`config.mk`:
```
export PLATFORM = sky130hd
export DESIGN_NAME = mem_arbiter_flat
export DESIGN_NICKNAME = d
export VERILOG_FILES = /design/src/rtl/mem_arb_pkg.sv /design/src/rtl/mem_arbiter_if.sv /design/src/rtl/arb_picker.sv /design/src/rtl/mem_arbiter.sv /design/src/flat_wrapper.sv
export SDC_FILE = /design/constraint.sdc
export NUM_CORES = 1
export LEC_CHECK = 0
export CAP_MARGIN = 0
export CORE_MARGIN = 4
export CORE_UTILIZATION = 31
export CTS_CLUSTER_DIAMETER = 30
export DETAILED_ROUTE_END_ITERATION = 10
export GPL_TIMING_DRIVEN = 0
export PLACE_DENSITY_LB_ADDON = 0.05
export SLEW_MARGIN = 15
export SYNTH_ARGS = -nofsm -noshare
export SYNTH_HDL_FRONTEND = slang
export SYNTH_SLANG_ARGS = --single-unit
```
`constraint.sdc`:
```
create_clock -name clk -period 2.3 [get_ports clk]
set_input_delay 0.69 -clock clk [delete_from_list [all_inputs] [get_ports clk]]
set_output_delay 0.69 -clock clk [all_outputs]
set_load 0.01 [all_outputs]
```
`src/rtl/mem_arb_pkg.sv`:
```
// Shared definitions for the page-memory arbiter: requester indices, FSM states
// and a one-hot to index helper.
package mem_arb_pkg;

  localparam int unsigned NUM_REQ    = 3;
  localparam int unsigned REQ_HOST   = 0;
  localparam int unsigned REQ_ENGINE = 1;
  localparam int unsigned REQ_DRAIN  = 2;

  typedef enum logic {
    IDLE  = 1'b0,
    OWNED = 1'b1
  } arb_state_t;

  function automatic logic [1:0] onehot_idx(input logic [NUM_REQ-1:0] oh);
    logic [1:0] idx;
    idx = '0;
    for (int unsigned i = 0; i < NUM_REQ; i++) begin
      if (oh[i]) idx = 2'(i);
    end
    return idx;
  endfunction

endpackage

```
`src/rtl/mem_arbiter_if.sv`:
```
// Requester-side and memory-side signals of mem_arbiter; the arbiter uses the
// slave modport, requesters and the memory model use the master modport.
interface mem_arbiter_if
  import mem_arb_pkg::*;
#(
  parameter int unsigned ADR_W  = 3,
  parameter int unsigned DATA_W = 8
) ();

  logic [NUM_REQ-1:0]        req;
  logic [NUM_REQ-1:0]        lock;
  logic [NUM_REQ-1:0]        we;
  logic [NUM_REQ*ADR_W-1:0]  adr;
  logic [NUM_REQ*DATA_W-1:0] wdata;
  logic [NUM_REQ-1:0]        gnt;
  logic [NUM_REQ-1:0]        rvalid;
  logic [DATA_W-1:0]         rdata;
  logic                      preempt;
  logic                      busy;
  logic [ADR_W-1:0]          mem_adr;
  logic [DATA_W-1:0]         mem_wdata;
  logic                      mem_we;
  logic                      mem_re;
  logic [DATA_W-1:0]         mem_rdata;

  modport slave (
    input  req, lock, we, adr, wdata, mem_rdata,
    output gnt, rvalid, rdata, preempt, busy, mem_adr, mem_wdata, mem_we, mem_re
  );

  modport master (
    output req, lock, we, adr, wdata, mem_rdata,
    input  gnt, rvalid, rdata, preempt, busy, mem_adr, mem_wdata, mem_we, mem_re
  );

endinterface

```
`src/rtl/arb_picker.sv`:
```
// Combinational winner selection. MEM_ARB_RR_EN selects round-robin starting
// after the last owner; otherwise fixed priority host > engine > drain.
module arb_picker
  import mem_arb_pkg::*;
(
  input  logic [NUM_REQ-1:0] req,
  input  logic [1:0]         ptr,
  output logic [NUM_REQ-1:0] win
);

`ifdef MEM_ARB_RR_EN
  logic [1:0] cand;
  logic       found;

  always_comb begin
    win   = '0;
    found = 1'b0;
    cand  = '0;
    for (int unsigned k = 1; k <= NUM_REQ; k++) begin
      cand = 2'((32'(ptr) + k) % NUM_REQ);
      if (!found && req[cand]) begin
        win[cand] = 1'b1;
        found     = 1'b1;
      end
    end
  end
`else
  logic unused_ptr;
  assign unused_ptr = ^ptr;

  always_comb begin
    win = '0;
    if (req[REQ_HOST])        win[REQ_HOST]   = 1'b1;
    else if (req[REQ_ENGINE]) win[REQ_ENGINE] = 1'b1;
    else if (req[REQ_DRAIN])  win[REQ_DRAIN]  = 1'b1;
  end
`endif

endmodule

```
`src/rtl/mem_arbiter.sv`:
```
// Single-port page memory arbiter for host, XOR engine and drain with locked
// bursts and a hold limit. Define MEM_ARB_RR_EN for round-robin arbitration.
module mem_arbiter
  import mem_arb_pkg::*;
#(
  parameter int unsigned ADR_W    = 3,
  parameter int unsigned DATA_W   = 8,
  parameter int unsigned MAX_HOLD = 8
) (
  input logic         clk,
  input logic         rst,
  mem_arbiter_if.slave bus
);

  localparam int unsigned          HOLD_W   = $clog2(MAX_HOLD);
  localparam logic [HOLD_W-1:0]    HOLD_MAX = HOLD_W'(MAX_HOLD - 1);

  arb_state_t          state, state_n;
  logic [NUM_REQ-1:0]  gnt_q, gnt_n;
  logic [NUM_REQ-1:0]  rvalid_q;
  logic [HOLD_W-1:0]   hold_q, hold_n;
  logic                preempt_q, preempt_n;
  logic                new_grant;
  logic [1:0]          ptr_q;
  logic [NUM_REQ-1:0]  others, cand, win;
  logic                keep, at_limit;

  assign others   = bus.req & ~gnt_q;
  assign keep     = |(gnt_q & bus.req & bus.lock);
  assign at_limit = (hold_q == HOLD_MAX);
  // On a forced release the owner is excluded so fixed priority cannot hand it back.
  assign cand     = (state == OWNED && keep) ? others : bus.req;

  arb_picker u_picker (
    .req (cand),
    .ptr (ptr_q),
    .win (win)
  );

  always_comb begin
    state_n   = state;
    gnt_n     = gnt_q;
    hold_n    = hold_q;
    preempt_n = 1'b0;
    new_grant = 1'b0;
    case (state)
      IDLE: begin
        if (|bus.req) begin
          state_n   = OWNED;
          gnt_n     = win;
          hold_n    = '0;
          new_grant = 1'b1;
        end
      end
      OWNED: begin
        if (!keep) begin
          hold_n = '0;
          if (|bus.req) begin
            gnt_n     = win;
            new_grant = 1'b1;
          end else begin
            gnt_n   = '0;
            state_n = IDLE;
          end
        end else if (at_limit && |others) begin
          gnt_n     = win;
          hold_n    = '0;
          preempt_n = 1'b1;
          new_grant = 1'b1;
        end else if (!at_limit) begin
          hold_n = hold_q + HOLD_W'(1);
        end
      end
      default: begin
        state_n = IDLE;
        gnt_n   = '0;
        hold_n  = '0;
      end
    endcase
  end

  always_ff @(posedge clk) begin
    if (rst) begin
      state     <= IDLE;
      gnt_q     <= '0;
      hold_q    <= '0;
      preempt_q <= 1'b0;
      rvalid_q  <= '0;
    end else begin
      state     <= state_n;
      gnt_q     <= gnt_n;
      hold_q    <= hold_n;
      preempt_q <= preempt_n;
      rvalid_q  <= gnt_q & bus.req & ~bus.we;
    end
  end

`ifdef MEM_ARB_RR_EN
  always_ff @(posedge clk) begin
    if (rst) ptr_q <= 2'd2;
    else if (new_grant) ptr_q <= onehot_idx(gnt_n);
  end
`else
  logic unused_grant;
  assign unused_grant = new_grant;
  assign ptr_q        = 2'd2;
`endif

  logic [ADR_W-1:0]  mux_adr;
  logic [DATA_W-1:0] mux_wdata;

  always_comb begin
    mux_adr   = '0;
    mux_wdata = '0;
    for (int unsigned i = 0; i < NUM_REQ; i++) begin
      if (gnt_q[i]) begin
        mux_adr   = bus.adr[i*ADR_W +: ADR_W];
        mux_wdata = bus.wdata[i*DATA_W +: DATA_W];
      end
    end
  end

  assign bus.mem_adr   = mux_adr;
  assign bus.mem_wdata = mux_wdata;
  assign bus.mem_we    = |(gnt_q & bus.req & bus.we);
  assign bus.mem_re    = |(gnt_q & bus.req & ~bus.we);
  assign bus.gnt       = gnt_q;
  assign bus.rvalid    = rvalid_q;
  assign bus.rdata     = bus.mem_rdata;
  assign bus.preempt   = preempt_q;
  assign bus.busy      = |gnt_q;

endmodule
```
`src/flat_wrapper.sv`:
```
// flat-port wrapper written by rule: the top's interface ports become plain ports
module mem_arbiter_flat import mem_arb_pkg::*;
#(
  parameter int unsigned ADR_W    = 3,
  parameter int unsigned DATA_W   = 8,
  parameter int unsigned MAX_HOLD = 8
)
  (clk, rst, bus_req, bus_lock, bus_we, bus_adr, bus_wdata, bus_mem_rdata, bus_gnt, bus_rvalid, bus_rdata, bus_preempt, bus_busy, bus_mem_adr, bus_mem_wdata, bus_mem_we, bus_mem_re);
  mem_arbiter_if #(.ADR_W(ADR_W), .DATA_W(DATA_W)) bus_i ();
  input logic clk;
  input logic rst;
  input wire logic [$bits(bus_i.req)-1:0] bus_req;
  input wire logic [$bits(bus_i.lock)-1:0] bus_lock;
  input wire logic [$bits(bus_i.we)-1:0] bus_we;
  input wire logic [$bits(bus_i.adr)-1:0] bus_adr;
  input wire logic [$bits(bus_i.wdata)-1:0] bus_wdata;
  input wire logic [$bits(bus_i.mem_rdata)-1:0] bus_mem_rdata;
  output wire logic [$bits(bus_i.gnt)-1:0] bus_gnt;
  output wire logic [$bits(bus_i.rvalid)-1:0] bus_rvalid;
  output wire logic [$bits(bus_i.rdata)-1:0] bus_rdata;
  output wire logic [$bits(bus_i.preempt)-1:0] bus_preempt;
  output wire logic [$bits(bus_i.busy)-1:0] bus_busy;
  output wire logic [$bits(bus_i.mem_adr)-1:0] bus_mem_adr;
  output wire logic [$bits(bus_i.mem_wdata)-1:0] bus_mem_wdata;
  output wire logic [$bits(bus_i.mem_we)-1:0] bus_mem_we;
  output wire logic [$bits(bus_i.mem_re)-1:0] bus_mem_re;
  assign bus_i.req = bus_req;
  assign bus_i.lock = bus_lock;
  assign bus_i.we = bus_we;
  assign bus_i.adr = bus_adr;
  assign bus_i.wdata = bus_wdata;
  assign bus_i.mem_rdata = bus_mem_rdata;
  assign bus_gnt = bus_i.gnt;
  assign bus_rvalid = bus_i.rvalid;
  assign bus_rdata = bus_i.rdata;
  assign bus_preempt = bus_i.preempt;
  assign bus_busy = bus_i.busy;
  assign bus_mem_adr = bus_i.mem_adr;
  assign bus_mem_wdata = bus_i.mem_wdata;
  assign bus_mem_we = bus_i.mem_we;
  assign bus_mem_re = bus_i.mem_re;
  mem_arbiter #(.ADR_W(ADR_W), .DATA_W(DATA_W), .MAX_HOLD(MAX_HOLD)) u_core (.clk(clk), .rst(rst), .bus(bus_i));
endmodule
```
# Word level (Yosys, flattened, before mapping)
# Cells that the tools add are included.
dict set report classes {
  add_sub_neg 1
  eq_ne 4
  muxes 26
  bitwise 9
  reduce_logical 11
}
# op n
set op_table {}
lappend op_table {{$mux W3} 12}
lappend op_table {{$mux W8} 3}
lappend op_table {{$reduce_or A3 Y1} 7}
lappend op_table {{$and A3 B3 Y3} 5}
lappend op_table {{$pmux W3 S2} 2}
lappend op_table {{$mux W1} 7}
lappend op_table {{$not A3 Y3} 2}
lappend op_table {{$ne A4 B4 Y1 const B} 1}
lappend op_table {{$reduce_and A2 Y1} 2}
lappend op_table {{$add A3 B1 Y3 const B} 1}
lappend op_table {{$eq A3 B3 Y1 const B} 1}
lappend op_table {{$ne A3 B3 Y1 const B} 1}
lappend op_table {{$logic_and A1 B1 Y1} 2}
lappend op_table {{$mux W2} 1}
lappend op_table {{$ne A2 B1 Y1 const B} 1}
lappend op_table {{$not A1 Y1} 2}
lappend op_table {{$pmux W1 S2} 1}
dict set report word_totals {
  reg_bits 11
  input_bits 52
  elab_cells 56
}

# Longest topological paths before layout
# Gate-level depths: netlist of run 1.
dict set report logic_depth {
  ltp_word 11
  ltp_mapped 5
}

# Cells and area by module
# Synthesis of run 1 repeated with hierarchy kept, for this count alone.
dict set report unflattened {
  cells_unflattened 116
  area_unflattened_um2 860.8
}
# module instances cells_per_inst area_each_um2 seq_area_each_um2
set modules_own_cells {}
lappend modules_own_cells {mem_arbiter 1 113 834.6 220.2}
lappend modules_own_cells {arb_picker 1 3 26.3 0.0}

# Worst setup path before layout of run 1
# Ideal clock, no wire load.
dict set report synth_timing {
  path_kind {register to output}
  startpoint {reg u_core.gnt_q[0] (netlist: u_core.bus.gnt[0])}
  endpoint {out bus_mem_adr[0]}
  t_arrival_ns 1.308
  required_time_ns 1.610
  setup_slack_ns 0.302
  stages_incl_launch_ff 5
  path_buffers 1
  path_cell_list {dfxtp_1 > nor2b_1 > clkbuf_1 > a22oi_1 > o21ai_0}
}
dict set report synth_between {
  elab_chain_cells 3
}
# element line_no
set synth_rtl {}
lappend synth_rtl {{start, declared} mem_arbiter.sv:19} ;# logic [NUM_REQ-1:0] gnt_q, gnt_n;
lappend synth_rtl {{start signal, assigned} mem_arbiter.sv:91} ;# gnt_q <= gnt_n;
lappend synth_rtl {{$mux W3 (3 in series)} mem_arbiter.sv:116} ;# if (gnt_q[i]) begin
lappend synth_rtl {{end, declared} flat_wrapper.sv:23} ;# output wire logic [$bits(bus_i.mem_adr)-1:0] bus_mem_adr;
# Every way passes these cells.

# Final worst setup path of run 1
dict set report layout_timing {
  startpoint {in bus_we[0]}
  endpoint {out bus_mem_re}
}
dict set report layout_between {
  elab_chain_cells 3
}
# element line_no
set layout_rtl {}
lappend layout_rtl {{start, declared} flat_wrapper.sv:14} ;# input wire logic [$bits(bus_i.we)-1:0] bus_we;
lappend layout_rtl {{$not A3 Y3} mem_arbiter.sv:126} ;# assign bus.mem_re = |(gnt_q & bus.req & ~bus.we);
lappend layout_rtl {{$and A3 B3 Y3} mem_arbiter.sv:126}
lappend layout_rtl {{$reduce_or A3 Y1} mem_arbiter.sv:126}
lappend layout_rtl {{end, declared} flat_wrapper.sv:26} ;# output wire logic [$bits(bus_i.mem_re)-1:0] bus_mem_re;
# Every way passes these cells.

==> results of run 1 <==
## flip-flops by register name (all words and copies together) (netlist names)
name	cells
u_core.bus.rvalid	3
u_core.bus.gnt	3
u_core.bus.preempt	1
u_core.hold_q	3
u_core.state	1
## metrics by stage
| stage | worst slack [ns] | instances | TNS, ns | hold slack (ns) |
|---|---|---|---|---|
| 3_5_place_dp | -0.541 | 222 | -5.62 | 0.464 |
| 5_1_grt | -0.0182 | 227 | -0.0182 | 0.496 |
| 6_report | 0.0260 | 227 | 0 | 0.465 |
| 4_1_cts | -0.0167 | 226 | -0.0167 | 0.474 |
| 3_3_place_gp | -0.539 | 222 | -5.08 | 0.447 |
| 2_1_floorplan | 0.302 | 122 | 0 | 0.438 |
## worst max-delay path, cell delays in order
cell	delay, ns
clkdlybuf4s50_1	0.48
nand3b_1	0.16
o221ai_2	0.10
buf_2	0.15
## cells in the mapped netlist (2+ instances only)
cell	instances
nand4_1	3
a22oi_1	11
ha_1	2
nor2_1	3
clkbuf_1	4
buf_4	8
mux2i_1	3
a21oi_1	2
dfxtp_1	11
and3_1	2
o21ai_0	11
nand3_1	10
nand2_1	17
nor3_1	6
buf_2	3
nor2b_1	5
nand3b_1	2
## repair_timing
action | CTS | global route
gates resized for setup | 64 | 10
buffers inserted | 0 | 1
endpoints found under the setup margin | 14 | 11
gates cloned | 0 | 0
pin swaps | 0 | 1
## cell families after synthesis
| logic type | share of synthesized area |
|---|---|
| multiplexers | 0.0444 |
| adder cells (fa/ha/maj) | 0.0269 |
| AO/OA/AOI/OAI | 0.268 |
| flip-flops | 0.237 |
| buffers and inverters | 0.117 |
| AND/OR/NAND/NOR | 0.307 |
## worst min-delay path by stage
stage               slack, ns              from                to
floorplan                0.44  u_core.hold_q[1]  u_core.hold_q[1]
global route             0.50  u_core.hold_q[2]  u_core.hold_q[2]
finish                   0.47  u_core.hold_q[2]  u_core.hold_q[2]
CTS                      0.47  u_core.hold_q[2]  u_core.hold_q[2]
global placement         0.45  u_core.hold_q[1]  u_core.hold_q[1]
detailed placement       0.46  u_core.hold_q[2]  u_core.hold_q[2]
## routing by layer
metal  vias to the layer above  track usage  share of wire
met3                         9       0.0468          0.067
met2                        56        0.288           0.49
met1                       555        0.212           0.43
li1                        596            -              -
met5                         -            0              0
met4                         0       0.0551          0.020
## cell usage in the layout (no fill, tap or decap), drive strengths merged
master          n
a21oi           2
o31ai           1
nor2            3
a21boi          1
a211oi          1
dfxtp          11
clkdlybuf4s50  54
o21ai          11
nor2b           6
and3            2
dlygate4sd2     2
clkbuf          7
and4b           1
o221ai          1
a41o            1
inv             1
nand3b          2
mux2i           3
ha              2
nor3            6
a2111oi         1
mux2            1
nand4           3
or3             1
a31o            2
o31a            1
a31oi           1
nand2          17
nand3          10
nor4b           1
buf            28
nor4            1
a22oi          11
## area by class of cell
cell class,instances,area share
buffer,17,0.0767
inverter,1,0.00226
tap,31,0.0233
sequential,11,0.133
clock buffer,4,0.0158
timing repair buffer,70,0.379
multi-input combinational,93,0.369
## power breakdown
part	internal, mW	switching, mW	leakage (nW)	total (mW)
logic	0.149	0.106	0.577	0.255
clock network	0.0673	0.0663	0.0150	0.134
registers	0.197	0.00763	0.0898	0.204
==> qor.csv, run 1 <==
metric;value;unit
status;completed;
finalWorstPathRequiredPeriod;2.27;ns
ios;81;
gp_congestion;0.869;
cts_tree;done;
critPathCapture;bus_mem_re;
grt_pass1_wl;5.58;mm
ys_seq_area_frac;0.237;
crit_path_start_kind;input pin;
hpwl;2.74;mm
ys.warnings.count;0;
power_density;356;mW/mm2
grt-ovfl-total;0;
grt_pass1_vias;1201;
power;0.593;mW
dpl_cell_area;0.00166;mm2
synth_edf_count;0;
seq_area;221;um2
track_usage;0.172;
synthCells;122;
syn_area_per_cell;7.62;um2
clk_latency;0.27;ns
worst_slew_pin_slew;0.452;ns
initial_core_util;0.331;
vias;1216;
rows;19;
synth.ff_latch_count;11;
peakVddDrop;291;uV
hp-class;register to register;
path_clk_slew;0.07;ns
fill_cells;262;
cp_max_fo;2;
startpoint;bus_we[0];
area_growth;78.9;%
cts_root_buffer;clkbuf_4;
stdcell_area;0.00166;mm2
final_nets;251;
finalCritPeriodShare;0.989;
avgViaCountPerCell;5.36;
utilization;0.593;
min_path_cells;2;
cts_buffer_depth;2;
die_y;62.8;um
multi_input_area;614;um2
die_area;0.00394;mm2
synth_top_area_frac;0.237;
die_x;62.8;um
r2r_end;u_core.hold_q[1];
finalSetupViolations;0;
io_buffers;69;
synthTopCellsByArea;dfxtp_1 24%, a22oi_1 8.9%, nand2_1 6.9%;
p_leak;0.682;nW
r2r_start;u_core.bus.gnt[1];
cts_buffers;3;
crit_path_end_kind;output pin;
syn_nets;176;
drtPass1Iterations;4;
yosys.area.top_type;dfxtp_1;
diodes;0;
max_cap_viol_count;0;
hold_viol_final;0;
maxSlewViolCount;0;
crit_type;input pin to output pin;
fin_skew;0.00658;ns
post-route-drc-count;0;
cts_max_level;1;
maxSlewHeadroom;0.696;
worstPathArrival;1.58;ns
synth_area;930;um2
wl_per_cell;15.0;um
max_freq;440;MHz
grt_max_degree;11;
worstRegToRegCells;5;
required;1.61;ns
core_area;0.00281;mm2
reg2reg_slack;0.67;ns
dr.first_iter.drc_count;46;
ant_nets;0;
synthFlopType;dfxtp_1;
hold_buffers;0;
cts.sinks;11;
ys_types;36;
routed_wl;3.41;mm
antenna_found_initial;0;
synthArstFlopShare;0;
drive_above_1_share;0.230;
(Power assumes the default switching activity.)
==> run 2: changes to the inputs <==
--- a/config.mk
+++ b/config.mk
@@ -5,9 +5,10 @@
 export SDC_FILE = /design/constraint.sdc
 export NUM_CORES = 1
 export LEC_CHECK = 0
+export ABC_CLOCK_PERIOD_IN_PS = 2300
 export CAP_MARGIN = 0
 export CORE_MARGIN = 4
-export CORE_UTILIZATION = 31
+export CORE_UTILIZATION = 30
 export CTS_CLUSTER_DIAMETER = 30
 export DETAILED_ROUTE_END_ITERATION = 10
 export GPL_TIMING_DRIVEN = 0
@@ -15,4 +16,5 @@
 export SLEW_MARGIN = 15
 export SYNTH_ARGS = -nofsm -noshare
 export SYNTH_HDL_FRONTEND = slang
+export SYNTH_HIERARCHICAL = 1
 export SYNTH_SLANG_ARGS = --single-unit
==> run 2 against run 1 <==
Fmax is 2.2% higher. Largest power group unchanged. Critical path depth stayed put. Largest cell class unchanged. Cell count is 3.1% lower. Final area is 5.4% lower.
==> qor.csv, run 2 <==
metric;value;unit;change
diodes;0;;unchanged
syn_nets;168;;-4.5%
path_clk_slew;0.07;ns;about the same
utilization;0.575;;-0.0175
vias;1104;;-9.2%
synth_area;853;um2;-8.2%
grt-ovfl-total;0;;unchanged
fin_skew;0.00148;ns;-0.00510 ns
gp_congestion;0.742;;-15%
syn_area_per_cell;7.49;um2;-1.8%
crit_type;input pin to output pin;;
post-route-drc-count;0;;unchanged
min_path_cells;2;;unchanged
crit_path_start_kind;input pin;;
worstRegToRegCells;6;;+1
peakVddDrop;395;uV;+36%
crit_path_end_kind;output pin;;
rows;19;;unchanged
required;1.61;ns;about the same
startpoint;bus_wdata[13];;
grt_max_degree;11;;unchanged
routed_wl;3.14;mm;-8.1%
worst_slew_pin_slew;0.545;ns;+0.0937 ns
grt_pass1_vias;1031;;-14%
final_cell_mix;51 x clkdlybuf4s50_1, 17 x nand2_1, 12 x buf_2, 12 x buf_4;;
antenna_found_initial;0;;unchanged
maxSlewHeadroom;0.633;;-0.0633
hold_ws;0.486;ns;+0.0204 ns
ios;81;;unchanged
core_area;0.00273;mm2;-2.5%
layout_commonest_cell;clkdlybuf4s50_1;;
cts_buffers;3;;unchanged
cts_tree;done;;
finalWorstPathRequiredPeriod;2.22;ns;-0.0494 ns
track_usage;0.156;;-0.0160
worstPathArrival;1.53;ns;-0.05 ns
die_area;0.00376;mm2;-4.5%
cts_max_level;1;;unchanged
max_freq;450;MHz;+2.2%
initial_core_util;0.312;;-0.0193
ys.warnings.count;6;;+6
die_x;61.3;um;-2.3%
cts_buffer_depth;2;;unchanged
drtPass1Iterations;4;;unchanged
die_y;61.3;um;-2.3%
rsz0062_at_grt;false;;
maxSlewViolCount;0;;unchanged
reg2reg_slack;0.62;ns;-0.05 ns
post_cts_buffers;0;;unchanged
clk_latency;0.27;ns;about the same
fin_cells;220;;-3.1%
max_cap_viol_count;0;;unchanged
wl_per_cell;14.3;um;-5.2%
status;completed;;
cts.sinks;11;;unchanged
p_leak;0.647;nW;-5.0%
synthCells;114;;-6.6%
io_buffers;71;;+2.9%
hold_start;u_core/hold_q[0];;
finalCritPeriodShare;0.967;;-0.0215
cts_root_buffer;clkbuf_4;;
power_density;346;mW/mm2;-2.8%
dr.first_iter.drc_count;30;;-35%
area_growth;84.3;%;
ant_nets;0;;unchanged
avgViaCountPerCell;5.02;;-6.3%
final_nets;244;;-2.8%
hold_viol_final;0;;unchanged
drive_above_1_share;0.201;;-0.0285
hpwl;2.61;mm;-4.5%
cp_max_fo;1;;-1
placed_cells;216;;-2.7%
r2r_start;u_core/bus.gnt[2];;
grt_pass1_wl;4.57;mm;-18%
finalSetupViolations;0;;unchanged
hp-class;register to register;;
run 2: critical path: stages:
cell	delay, ns
clkdlybuf4s50_1	0.47
a22oi_1	0.08
o21ai_0	0.15
buf_2	0.15
run 2: what timing repair did:
| item | CTS | global route |
|---|---|---|
| endpoints found under the setup margin | 14 | 9 |
| gates cloned | 0 | 0 |
| hold buffers | 0 | 0 |
| resized for setup | 63 | 14 |
run 2: path summary, 6_finish.rpt:
check	endpoint
max	bus_mem_wdata[5]
min	u_core/hold_q[0]
max reg2reg	u_core/bus.gnt[1]
min reg2reg	u_core/hold_q[0]
run 2: layer usage:
| metal | track usage | wire [um] | up-vias |
|---|---|---|---|
| met5 | 0 | 0 | - |
| met1 | 0.196 | 1270 | 501 |
| met2 | 0.261 | 1570 | 38 |
| li1 | - | - | 563 |
| met4 | 0.0273 | 14 | 0 |
| met3 | 0.0545 | 278 | 2 |
run 2: final cells by class:
type	count	area [um2]
Buffer	16	109
Clock buffer	4	26.3
Fill cell	260	1160
Inverter	4	15.0
Multi-Input combinational cell	83	520
Sequential cell	11	224
Tap cell	31	38.8
Timing Repair Buffer	71	639
run 2: report_power, final:
part / switching [mW] / leakage, nW / total [mW] / internal (mW)
clock network: 0.0679 / 0.0150 / 0.135 / 0.0673
logic: 0.0830 / 0.542 / 0.210 / 0.127
registers: 0.00518 / 0.0901 / 0.200 / 0.195
run 2: through the flow:
| step | instance area (um2) | setup slack [ns] | power (mW) | TNS (ns) |
|---|---|---|---|---|
| 4_1_cts | 1590 | 0.00402 | 0.553 | 0 |
| 3_3_place_gp | 1600 | -0.633 | 0.432 | -4.92 |
| 5_1_grt | 1570 | 0.000286 | 0.579 | 0 |
| 6_report | 1570 | 0.0754 | 0.545 | 0 |
| 3_5_place_dp | 1600 | -0.649 | 0.435 | -5.33 |
| 2_1_floorplan | 853 | 0.412 | 0.285 | 0 |
==> variant: new RTL, flow settings as in run 2 <==
`DATA_W` is set to 8 in 3 places; all go to 10.
--- a/src/rtl/mem_arbiter_if.sv
+++ b/src/rtl/mem_arbiter_if.sv
@@ -5,5 +5,5 @@
 #(
   parameter int unsigned ADR_W  = 3,
-  parameter int unsigned DATA_W = 8
+  parameter int unsigned DATA_W = 10
 ) ();
 
--- a/src/rtl/mem_arbiter.sv
+++ b/src/rtl/mem_arbiter.sv
@@ -5,5 +5,5 @@
 #(
   parameter int unsigned ADR_W    = 3,
-  parameter int unsigned DATA_W   = 8,
+  parameter int unsigned DATA_W   = 10,
   parameter int unsigned MAX_HOLD = 8
 ) (
--- a/src/flat_wrapper.sv
+++ b/src/flat_wrapper.sv
@@ -3,5 +3,5 @@
 #(
   parameter int unsigned ADR_W    = 3,
-  parameter int unsigned DATA_W   = 8,
+  parameter int unsigned DATA_W   = 10,
   parameter int unsigned MAX_HOLD = 8
 )
Ports: changed (resized bus_mem_rdata, bus_mem_wdata, bus_rdata and bus_wdata); port bits go from 81 to 93. No check against the original RTL was run, so the function may have changed too.
==> variant against run 2 <==
- count of clock-buffer cells in the layout did not move
- worst setup slack got worse by 65 ps
- wire length rose by 16%
- clock power fell by 4%
- fmax fell by 2.8%
- total power rose by 7.6%
- synthesized area rose by 4.8%
- sequential cell count did not move
- first-iteration DRC count rose by 27%
- combinational power rose by 21%
- final area rose by 12%
- register-to-register slack improved by 120 ps
- largest power group unchanged
- highest routed layer unchanged
==> variant: results <==
{
  "worst_clock_skew_ps": 10.3,
  "place_hpwl_um": 2930,
  "place_ws_ps": -672,
  "fin_ws_ps": 10.6,
  "nets": 273,
  "clk_latency_ps": 270,
  "drt_first_pass_iters": 6,
  "drt-total-wl_um": 3620,
  "ir_drop_mv": 0.114,
  "grt_pass1_wl_um": 5710,
  "antenna_found_initial": 0,
  "ff2ff_path_depth": 5,
  "place.gp.congestion": 0.831,
  "drt_iter0_drc": 38,
  "synth_nets": 184,
  "grt_usage_pct": 18.0,
  "numPortBuffers": 81,
  "fin_hold_ws_ps": 483,
  "routed_via_density": 5.15,
  "grt_pass1_vias": 1304,
  "fill_cells": 250,
  "worstMarginPinSlew_ps": 575,
  "crit_path_end": "bus_mem_wdata[1]",
  "startpoint": "bus_wdata[11]",
  "r2r_slack_ps": 740,
  "p_leak_nw": 0.728,
  "status": "finished, final reports clean",
  "numPlacedInstances": 234,
  "arrival_ps": 1600,
  "final_cells": 241
}
variant: what timing repair did:
item                                    in CTS  in global routing
hold buffers                                 0                  0
buffers inserted                             0                  2
resized for setup                           63                 24
endpoints found under the setup margin      16                 14
gates cloned                                 0                  1
pin swaps                                    2                  3
variant: layer usage:
metal	track usage (%)	vias to the layer above	wire [um]
li1	-	617	-
met1	19.7	555	1410
met2	31.3	64	1800
met3	6.12	4	335
met4	7.71	0	70
met5	0	-	0
variant: stage by stage:
step / cell area [um^2] / total power [mW]
floorplan: 895 / 0.296
global placement: 1740 / 0.465
detailed placement: 1740 / 0.469
CTS: 1790 / 0.594
global route: 1770 / 0.624
finish: 1770 / 0.587
variant: cell type report:
class                   count  area [um^2]  share of cell area [%]
clock buffers               4         26.3                    1.49
well taps                  31         38.8                    2.20
plain buffers              18          134                    7.58
repair buffers             84          762                    43.1
inverters                   4         15.0                   0.850
multi-input cells          89          566                    32.0
flip-flops and latches     11          225                    12.7
variant: worst max-delay path, cell delays in order:
cell and delay (ps):
clkdlybuf4s50_1 460, a22oi_1 80, o21ai_1 130, clkdlybuf4s15_2 240
variant: power breakdown:
part	switching, mW	total [mW]	internal [mW]
logic	0.0994	0.254	0.155
registers	0.00702	0.202	0.195
clock network	0.0630	0.130	0.0670
